`src/rtl/mips_mem_pkg.sv`:
```
// ---------------------------------------------------------------------------
// mips_mem_pkg
// Shared definitions for the unified-memory path of pipe_MIPS32: memory
// geometry and the response-owner encoding used by the Mem arbiter.
// Reused by pipe_MIPS32, mips_mem_arbiter and its testbench.
// ---------------------------------------------------------------------------
package mips_mem_pkg;

  localparam int MEM_AW = 10;  // word-address width, Mem depth = 2**MEM_AW
  localparam int MEM_DW = 32;  // data width

  // Who owns the Mem read data returning in the current cycle.
  typedef enum logic [1:0] {
    RSP_NONE  = 2'd0,
    RSP_IF    = 2'd1,
    RSP_DM_RD = 2'd2
  } rsp_owner_t;

endpackage

```
`src/rtl/mem_arb_streak_ctr.sv`:
```
// ---------------------------------------------------------------------------
// mem_arb_streak_ctr
// Counts consecutive data-port grants made while a fetch is eligible and
// waiting. Saturates at STREAK_MAX; o_starve tells the arbiter that the
// next grant must go to the fetch port.
// Ports:
//   clk1      in   clock, all state on posedge
//   rst_n     in   asynchronous active-low reset
//   i_if_ok   in   fetch request eligible (if_req & ~halted)
//   i_if_gnt  in   fetch granted this cycle
//   i_dm_gnt  in   data port granted this cycle
//   o_streak  out  current streak count (0..STREAK_MAX)
//   o_starve  out  streak has reached STREAK_MAX
// ---------------------------------------------------------------------------
module mem_arb_streak_ctr #(
  parameter  int STREAK_MAX = 4,
  localparam int SW         = $clog2(STREAK_MAX + 1)
) (
  input  logic          clk1,
  input  logic          rst_n,
  input  logic          i_if_ok,
  input  logic          i_if_gnt,
  input  logic          i_dm_gnt,
  output logic [SW-1:0] o_streak,
  output logic          o_starve
);

  logic [SW-1:0] r_streak;
  logic          w_at_max;

  assign w_at_max = (r_streak == SW'(STREAK_MAX));

  // The streak only means something while a fetch is actually waiting, so it
  // restarts whenever the fetch side is served or drops out.
  always_ff @(posedge clk1 or negedge rst_n) begin
    if (!rst_n) begin
      r_streak <= '0;
    end else if (!i_if_ok || i_if_gnt) begin
      r_streak <= '0;
    end else if (i_dm_gnt && !w_at_max) begin
      r_streak <= r_streak + 1'b1;
    end
  end

  assign o_streak = r_streak;
  assign o_starve = w_at_max;

endmodule

```
`src/rtl/mips_mem_arbiter.sv`:
```
// ---------------------------------------------------------------------------
// mips_mem_arbiter
// Shares the single-ported unified Mem between the instruction-fetch port
// (IF) and the MEM-stage data port (LW/SW). One access per cycle; the data
// port wins by default, but after STREAK_MAX consecutive data grants with a
// fetch waiting, the fetch gets the next grant.
//
// Handshake: a requester raises *_req with stable address/we/wdata and holds
// them until *_gnt is seen high in the same cycle; gnt is combinational and
// the arbiter does not latch request fields. A granted read (any fetch, or a
// load) returns *_rvalid for exactly one cycle, the cycle after the grant;
// *_rdata holds that value until the next response to the same port. Stores
// have no response.
//
// Ports:
//   clk1, rst_n                      clock / async active-low reset
//   halted                           pipeline halted, blocks fetch grants
//   if_req/if_addr -> if_gnt         fetch request / grant
//   if_rvalid/if_rdata               fetch response
//   dm_req/dm_we/dm_addr/dm_wdata    data request
//   dm_gnt, dm_rvalid/dm_rdata       data grant / load response
//   mem_en/mem_we/mem_addr/mem_wdata Mem access (mirrors winner)
//   mem_rdata                        Mem read data, 1-cycle latency
//   dbg_rsp_owner, dbg_streak        response FSM state / streak count
// ---------------------------------------------------------------------------
module mips_mem_arbiter
  import mips_mem_pkg::*;
#(
  parameter int AW         = MEM_AW,
  parameter int DW         = MEM_DW,
  parameter int STREAK_MAX = 4
) (
  input  logic                               clk1,
  input  logic                               rst_n,
  input  logic                               halted,
  input  logic                               if_req,
  input  logic [AW-1:0]                      if_addr,
  output logic                               if_gnt,
  output logic                               if_rvalid,
  output logic [DW-1:0]                      if_rdata,
  input  logic                               dm_req,
  input  logic                               dm_we,
  input  logic [AW-1:0]                      dm_addr,
  input  logic [DW-1:0]                      dm_wdata,
  output logic                               dm_gnt,
  output logic                               dm_rvalid,
  output logic [DW-1:0]                      dm_rdata,
  output logic                               mem_en,
  output logic                               mem_we,
  output logic [AW-1:0]                      mem_addr,
  output logic [DW-1:0]                      mem_wdata,
  input  logic [DW-1:0]                      mem_rdata,
  output rsp_owner_t                         dbg_rsp_owner,
  output logic [$clog2(STREAK_MAX+1)-1:0]    dbg_streak
);

  logic       w_if_ok;
  logic       w_starve;
  logic       w_dm_win;
  logic       w_if_win;
  rsp_owner_t r_rsp_owner;
  logic [DW-1:0] r_if_rdata;
  logic [DW-1:0] r_dm_rdata;

  // ---- grant logic --------------------------------------------------------
  assign w_if_ok  = if_req & ~halted;
  assign w_dm_win = dm_req & ~(w_if_ok & w_starve);
  assign w_if_win = w_if_ok & ~w_dm_win;

  // Grants are combinational, so they must be masked while reset is held.
  assign dm_gnt = rst_n & w_dm_win;
  assign if_gnt = rst_n & w_if_win;

  always_comb begin
    mem_en    = if_gnt | dm_gnt;
    mem_we    = dm_gnt & dm_we;
    mem_addr  = '0;
    mem_wdata = '0;
    if (dm_gnt) begin
      mem_addr  = dm_addr;
      mem_wdata = dm_wdata;
    end else if (if_gnt) begin
      mem_addr  = if_addr;
    end
  end

  mem_arb_streak_ctr #(
    .STREAK_MAX (STREAK_MAX)
  ) u_streak (
    .clk1     (clk1),
    .rst_n    (rst_n),
    .i_if_ok  (w_if_ok),
    .i_if_gnt (if_gnt),
    .i_dm_gnt (dm_gnt),
    .o_streak (dbg_streak),
    .o_starve (w_starve)
  );

  // ---- response FSM -------------------------------------------------------
  // r_rsp_owner names the port whose read data Mem presents this cycle. The
  // live mem_rdata is forwarded during the response cycle and captured at its
  // end so rdata holds until the next response. Reset drops any response in
  // flight because the owner returns to RSP_NONE.
  always_ff @(posedge clk1 or negedge rst_n) begin
    if (!rst_n) begin
      r_rsp_owner <= RSP_NONE;
      r_if_rdata  <= '0;
      r_dm_rdata  <= '0;
    end else begin
      case (r_rsp_owner)
        RSP_IF:    r_if_rdata <= mem_rdata;
        RSP_DM_RD: r_dm_rdata <= mem_rdata;
        default:   ;
      endcase
      if (if_gnt) begin
        r_rsp_owner <= RSP_IF;
      end else if (dm_gnt && !dm_we) begin
        r_rsp_owner <= RSP_DM_RD;
      end else begin
        r_rsp_owner <= RSP_NONE;
      end
    end
  end

  assign if_rvalid     = (r_rsp_owner == RSP_IF);
  assign dm_rvalid     = (r_rsp_owner == RSP_DM_RD);
  assign if_rdata      = if_rvalid ? mem_rdata : r_if_rdata;
  assign dm_rdata      = dm_rvalid ? mem_rdata : r_dm_rdata;
  assign dbg_rsp_owner = r_rsp_owner;

endmodule
```
`config.mk`:
```
export PLATFORM = sky130hd
export DESIGN_NAME = mips_mem_arbiter
export DESIGN_NICKNAME = d
export VERILOG_FILES = /design/src/rtl/mips_mem_pkg.sv /design/src/rtl/mem_arb_streak_ctr.sv /design/src/rtl/mips_mem_arbiter.sv
export SDC_FILE = /design/constraint.sdc
export NUM_CORES = 1
export LEC_CHECK = 0
export BUFFER_PORTS_ARGS = -buffer_cell sky130_fd_sc_hd__buf_2
export CAP_MARGIN = 10
export CORE_MARGIN = 2
export CORE_UTILIZATION = 45
export DETAILED_ROUTE_END_ITERATION = 12
export GPL_TIMING_DRIVEN = 0
export PLACE_DENSITY = 0.9
export SETUP_SLACK_MARGIN = 0.05
export SLEW_MARGIN = 15
export SYNTH_ARGS = -nofsm -noshare
export SYNTH_HDL_FRONTEND = slang
export SYNTH_SLANG_ARGS = --single-unit
```
`constraint.sdc`:
```
create_clock -name clk1 -period 3.1 [get_ports clk1]
set_input_delay 0.62 -clock clk1 [delete_from_list [all_inputs] [get_ports clk1]]
set_output_delay 0.62 -clock clk1 [all_outputs]
set_load 0.1 [all_outputs]
```
# After elaboration in Yosys (flattened, before gate mapping)
# Index checks and enable logic that the tools add are counted.
[classes]
addsub = 1
n_eq_ne = 3
muxes = 9
bitwise_logic = 11
n_reduce_logical = 7
[op_table]
columns = ["operator", "count"]
rows = [
  ["two-way mux 32 bit", 3],
  ["two-way mux 10 bit", 2],
  ["AND 1 bit", 7],
  ["two-way mux 3 bit", 2],
  ["two-way mux 2 bit", 2],
  ["adder 3 x 1 -> 3 bit (second input constant)", 1],
  ["equality test 3 bit (second input constant)", 1],
  ["logical NOT 1 bit", 3],
  ["NOT 1 bit", 3],
  ["equality test 2 x 1 -> 1 bit (second input constant)", 1],
  ["equality test 2 bit (second input constant)", 1],
  ["logical AND 1 bit", 2],
  ["nonzero test 2 bit", 1],
  ["logical OR 1 bit", 1],
  ["OR 1 bit", 1],
]
[word_totals]
ff_bits = 69
inputBits = 90
output_inout_bits = 117
elab_cells = 35

# Longest topological paths before layout
[depth]
ltp_word = 10
mapped_depth = 6
depth_no_buf = 5

# Cells and area by module
# A second synthesis with hierarchy kept.
[hier_totals]
cells_unflattened = 216
hier_area_um2 = 3268.1
[by_module_without_submodules]
columns = ["mod", "instances", "cells_each", "area_each_um2", "seq_area_each_um2"]
rows = [
  ["mips_mem_arbiter", 1, 198, 3065.4, 1651.6],
  ["mem_arb_streak_ctr", 1, 18, 202.7, 75.1],
]

# Worst setup path before layout
# OpenSTA, ideal clock, no wires.
[synth_timing]
path_type = "register -> output"
start = "register u_streak.r_streak[0] (netlist: u_streak.o_streak[0])"
end = "output port mem_wdata[22]"
t_arrival_ns = 2.760
required_time_ns = 2.480
setup_slack_ns = -0.280
stages_incl_launch_ff = 6
path_buffers = 1
cell_sequence = "dfrtp_1 inv_1 ha_1 a31oi_4 buf_6 and2_1"
[synth_between]
elab_chain_cells = 6
[synth_rtl]
columns = ["element", "line_no", "source"]
rows = [
  ["start: declaration", "mem_arb_streak_ctr.sv:28", "logic [SW-1:0] r_streak;"],
  ["start signal: assignment", "mem_arb_streak_ctr.sv:41", "r_streak <= r_streak + 1'b1;"],
  ["equality test 3 bit", "mem_arb_streak_ctr.sv:31", "assign w_at_max = (r_streak == SW'(STREAK_MAX));"],
  ["AND 1 bit", "mips_mem_arbiter.sv:67", "assign w_dm_win = dm_req & ~(w_if_ok & w_starve);"],
  ["NOT 1 bit", "mips_mem_arbiter.sv:67", ""],
  ["AND 1 bit", "mips_mem_arbiter.sv:67", ""],
  ["AND 1 bit", "mips_mem_arbiter.sv:71", "assign dm_gnt = rst_n & w_dm_win;"],
  ["named net dm_gnt", "mips_mem_arbiter.sv:45", "output logic dm_gnt,"],
  ["two-way mux 32 bit", "mips_mem_arbiter.sv:79", "if (dm_gnt) begin"],
  ["end: declaration", "mips_mem_arbiter.sv:51", "output logic [DW-1:0] mem_wdata,"],
]
# The timed path passes the listed nets, and every way through them passes these cells.

# Final worst setup path
[layout_timing]
start = "input port rst_n"
end = "output port mem_addr[5]"
[layout_between]
elab_chain_cells = 3
word_cells_on_any_way = 4
cone_classes = "mux: 2; bitwise: 2"
[layout_rtl]
columns = ["element", "line_no", "source"]
rows = [
  ["start: declaration", "mips_mem_arbiter.sv:34", "input logic rst_n,"],
  ["AND 1 bit", "mips_mem_arbiter.sv:72", "assign if_gnt = rst_n & w_if_win;"],
  ["two-way mux 10 bit", "mips_mem_arbiter.sv:82", "end else if (if_gnt) begin"],
  ["two-way mux 10 bit *", "mips_mem_arbiter.sv:79", ""],
  ["end: declaration", "mips_mem_arbiter.sv:50", "output logic [AW-1:0] mem_addr,"],
]
# Mark *: on every way between the ends. The rest lies on a longest branch, timed or not.

==> results.yml <==
route:
  dr_wl_met2_mm: 4.07
  top_layer_used: "met4"
  dr_total_vias: 2510
  drc: 0
  first_iter_violations: 60
  via_per_inst: 4.86
  wl_met3_microns: 600
  routedWlPerCell_microns: 15.6
  ant_nets: 0
  m1WireLength_mm: 3.28
  wl_mm: 8.03
  dr.pass1.iters: 6
critical_path:
  cp_common_cell: "buf_6"
  critPathMaxStageDelay_ps: 340
  cp-end-kind: "primary output"
  cp_max_fo: 46
  cp_slowest_cell: "a31oi_4"
  crit_chain: "buf_6, buf_12, nand2_2, a31oi_4, buf_6, a22o_2, buf_4"
  cp.required_ps: 2480
  startpoint_type: "input pin"
  cp.arrival_ps: 2270
  rr_worst_depth: 5
  critical_path_class: "input pin to primary output"
finish:
  fill_cells: 445
  final_nets: 526
  final_cell_area_sq_um: 4600
  drive_gt1_share_pct: 79.3
  area_delta_synth_final_pct: 50.8
  final_cell_mix: "buf_2 (164), dfrtp_1 (68), mux2_2 (64)"
  antennaDiodeCount: 0
  layout_commonest_cell: "buf_2"
  final_cells: 516
timing:
  rsz0062_at_grt: "false"
  setup_viol: 0
  worst_pin_slew_ps: 509
  fin_crit_ps: 2890
  period_share_pct: 93.2
  fin_ws_ps: 212
  drv_slew: 0
  setup-tns-final_ps: 0
  finClkSkew_ps: 8.21
  relSlewSlack_pct: 66.3
  max_freq_mhz: 346
  finalHoldViolCount: 0
grt:
  grt_max_degree: 47
  grt_pass1_vias: 2569
  grt_use_total_pct: 21.8
  grt_pass1_wl_mm: 12.5
  grt_antenna_before_repair: 0
  grt_overflow: 0
yosys:
  ys_types: 24
  ys_async_sr_fraction_pct: 100
  yosysWarningCount: 0
  syn-cell-area_sq_um: 3050
  post_synth.cell_area_avg_sq_um: 14.1
  synth_flop_cell: "dfrtp_1"
  ys_seq_area_share_pct: 56.6
  synth_seq_cells: 69
  synth-edff-count: 0
  syn_inst: 216
  syn_nets: 308
job:
  maxCapViolCount: 0
clock_network:
  cts_setup_buffers: 0
  numCtsBuffers: 9
  clk_latency_ps: 330
  cts_buffer_depth: 2
  cts_hold_buf: 0
  clk_pin_slew_ps: 70
  htreeDepth: 3
  cts_tree: "yes"
  cts_repair_resize_count: 42
  cts_root_buffer: "clkbuf_8"
  cts_sinks: 69
placement:
  dp.cells: 500
  dpl_cell_area_sq_um: 4250
  dp_slack_ps: -35.2
  gp_congestion: 0.800
  dpl.hpwl_mm: 6.18
  portBuffers: 206
floorplanning:
  io_pins: 207
  rows: 29
  die_y_microns: 86.3
  die-area_sq_um: 7450
  initial_utilization_pct: 47.2
  die_w_microns: 86.3
  core_sq_um: 6460
power_and_ir_drop:
  leakage_nw: 2.41
  ir_drop_uv: 702
  power.density_nw_per_um2: 906
run_status:
  status: "complete, no violations"
min_path:
  hp-class: "input pin to asynchronous set/reset pin"
==> sequential cells by signal, indices dropped and copies added (netlist names) <==
signal / cells
dbg_rsp_owner: 2
r_if_rdata: 32
u_streak.o_streak: 3
r_dm_rdata: 32
==> cell usage after synthesis, types with 2 or more instances <==
| library cell | count | area share [%] |
|---|---|---|
| a21oi_1 | 3 | 0.49 |
| a22o_1 | 10 | 2.9 |
| and2_1 | 33 | 6.8 |
| buf_2 | 2 | 0.33 |
| buf_4 | 3 | 0.74 |
| buf_6 | 8 | 3.0 |
| dfrtp_1 | 69 | 57 |
| ha_1 | 2 | 0.82 |
| inv_1 | 4 | 0.49 |
| mux2_2 | 64 | 24 |
| nand2_1 | 2 | 0.25 |
| nand2b_1 | 2 | 0.41 |
| nand3_1 | 2 | 0.33 |
| nor2_1 | 2 | 0.25 |
==> worst paths after layout <==
path | from | end | slack (ps)
setup reg to reg | u_streak.o_streak[0]$_DFFE_PN0P_ | dbg_rsp_owner[1]$_DFF_PN0_ | 1580
min in group clk1 | r_if_rdata[24]$_DFF_PN0_ | r_if_rdata[24]$_DFF_PN0_ | 500
hold reg to reg | r_if_rdata[24]$_DFF_PN0_ | r_if_rdata[24]$_DFF_PN0_ | 500
max in group asynchronous | rst_n | u_streak.o_streak[0]$_DFFE_PN0P_ | 2430
hold / removal | rst_n | r_dm_rdata[15]$_DFF_PN0_ | 150
setup / recovery | rst_n | mem_addr[5] | 210
==> cells by family after synthesis <==
| group | after synthesis | synth area share (%) |
|---|---|---|
| AO/OA/AOI/OAI | 16 | 4.60 |
| adder cells (fa/ha/maj) | 2 | 0.821 |
| buffers and inverters | 17 | 4.51 |
| flip-flops | 69 | 56.6 |
| multiplexers | 64 | 23.6 |
| AND/OR/NAND/NOR | 48 | 9.81 |
==> metal layers <==
layer  vias to the layer above  global-route usage [%]
li1                       1181                       -
met2                       117                    37.1
met5                         -                       0
met1                      1202                    26.6
met3                        10                    8.00
met4                         0                    5.11
==> per-stage QoR <==
step,util (%),power [mW],hold slack [ps]
6_report,71.2,4.16,150
4_1_cts,71.1,4.19,197
2_1_floorplan,-,3.03,324
5_1_grt,71.2,4.30,142
3_3_place_gp,65.5,3.30,473
3_5_place_dp,65.8,3.34,479
==> final cells by class <==
type | count | area [sq um] | share of cell area, %
clock buffers | 11 | 151 | 3.29
flip-flops and latches | 69 | 1730 | 37.6
plain buffers | 13 | 123 | 2.67
repair buffers | 207 | 1160 | 25.3
inverters | 4 | 15.0 | 0.327
multi-input cells | 130 | 1240 | 26.9
clock inverters | 5 | 81.3 | 1.77
well taps | 77 | 96.3 | 2.10
==> critical path: cells and delay by family <==
family                 cells  cell delay, ps
AO/OA/AOI/OAI              2             500
AND/OR/NAND/NOR            1             100
buffers and inverters      4            1000
==> report_power, final <==
group          switching (mW)  leakage (nW)  internal [mW]
clock network           0.327         0.116          0.498
registers              0.0465         0.825           1.08
logic                    1.84          1.47          0.370
total                    2.22          2.41           1.95
Note: power is estimated with default switching activity, not from simulation.
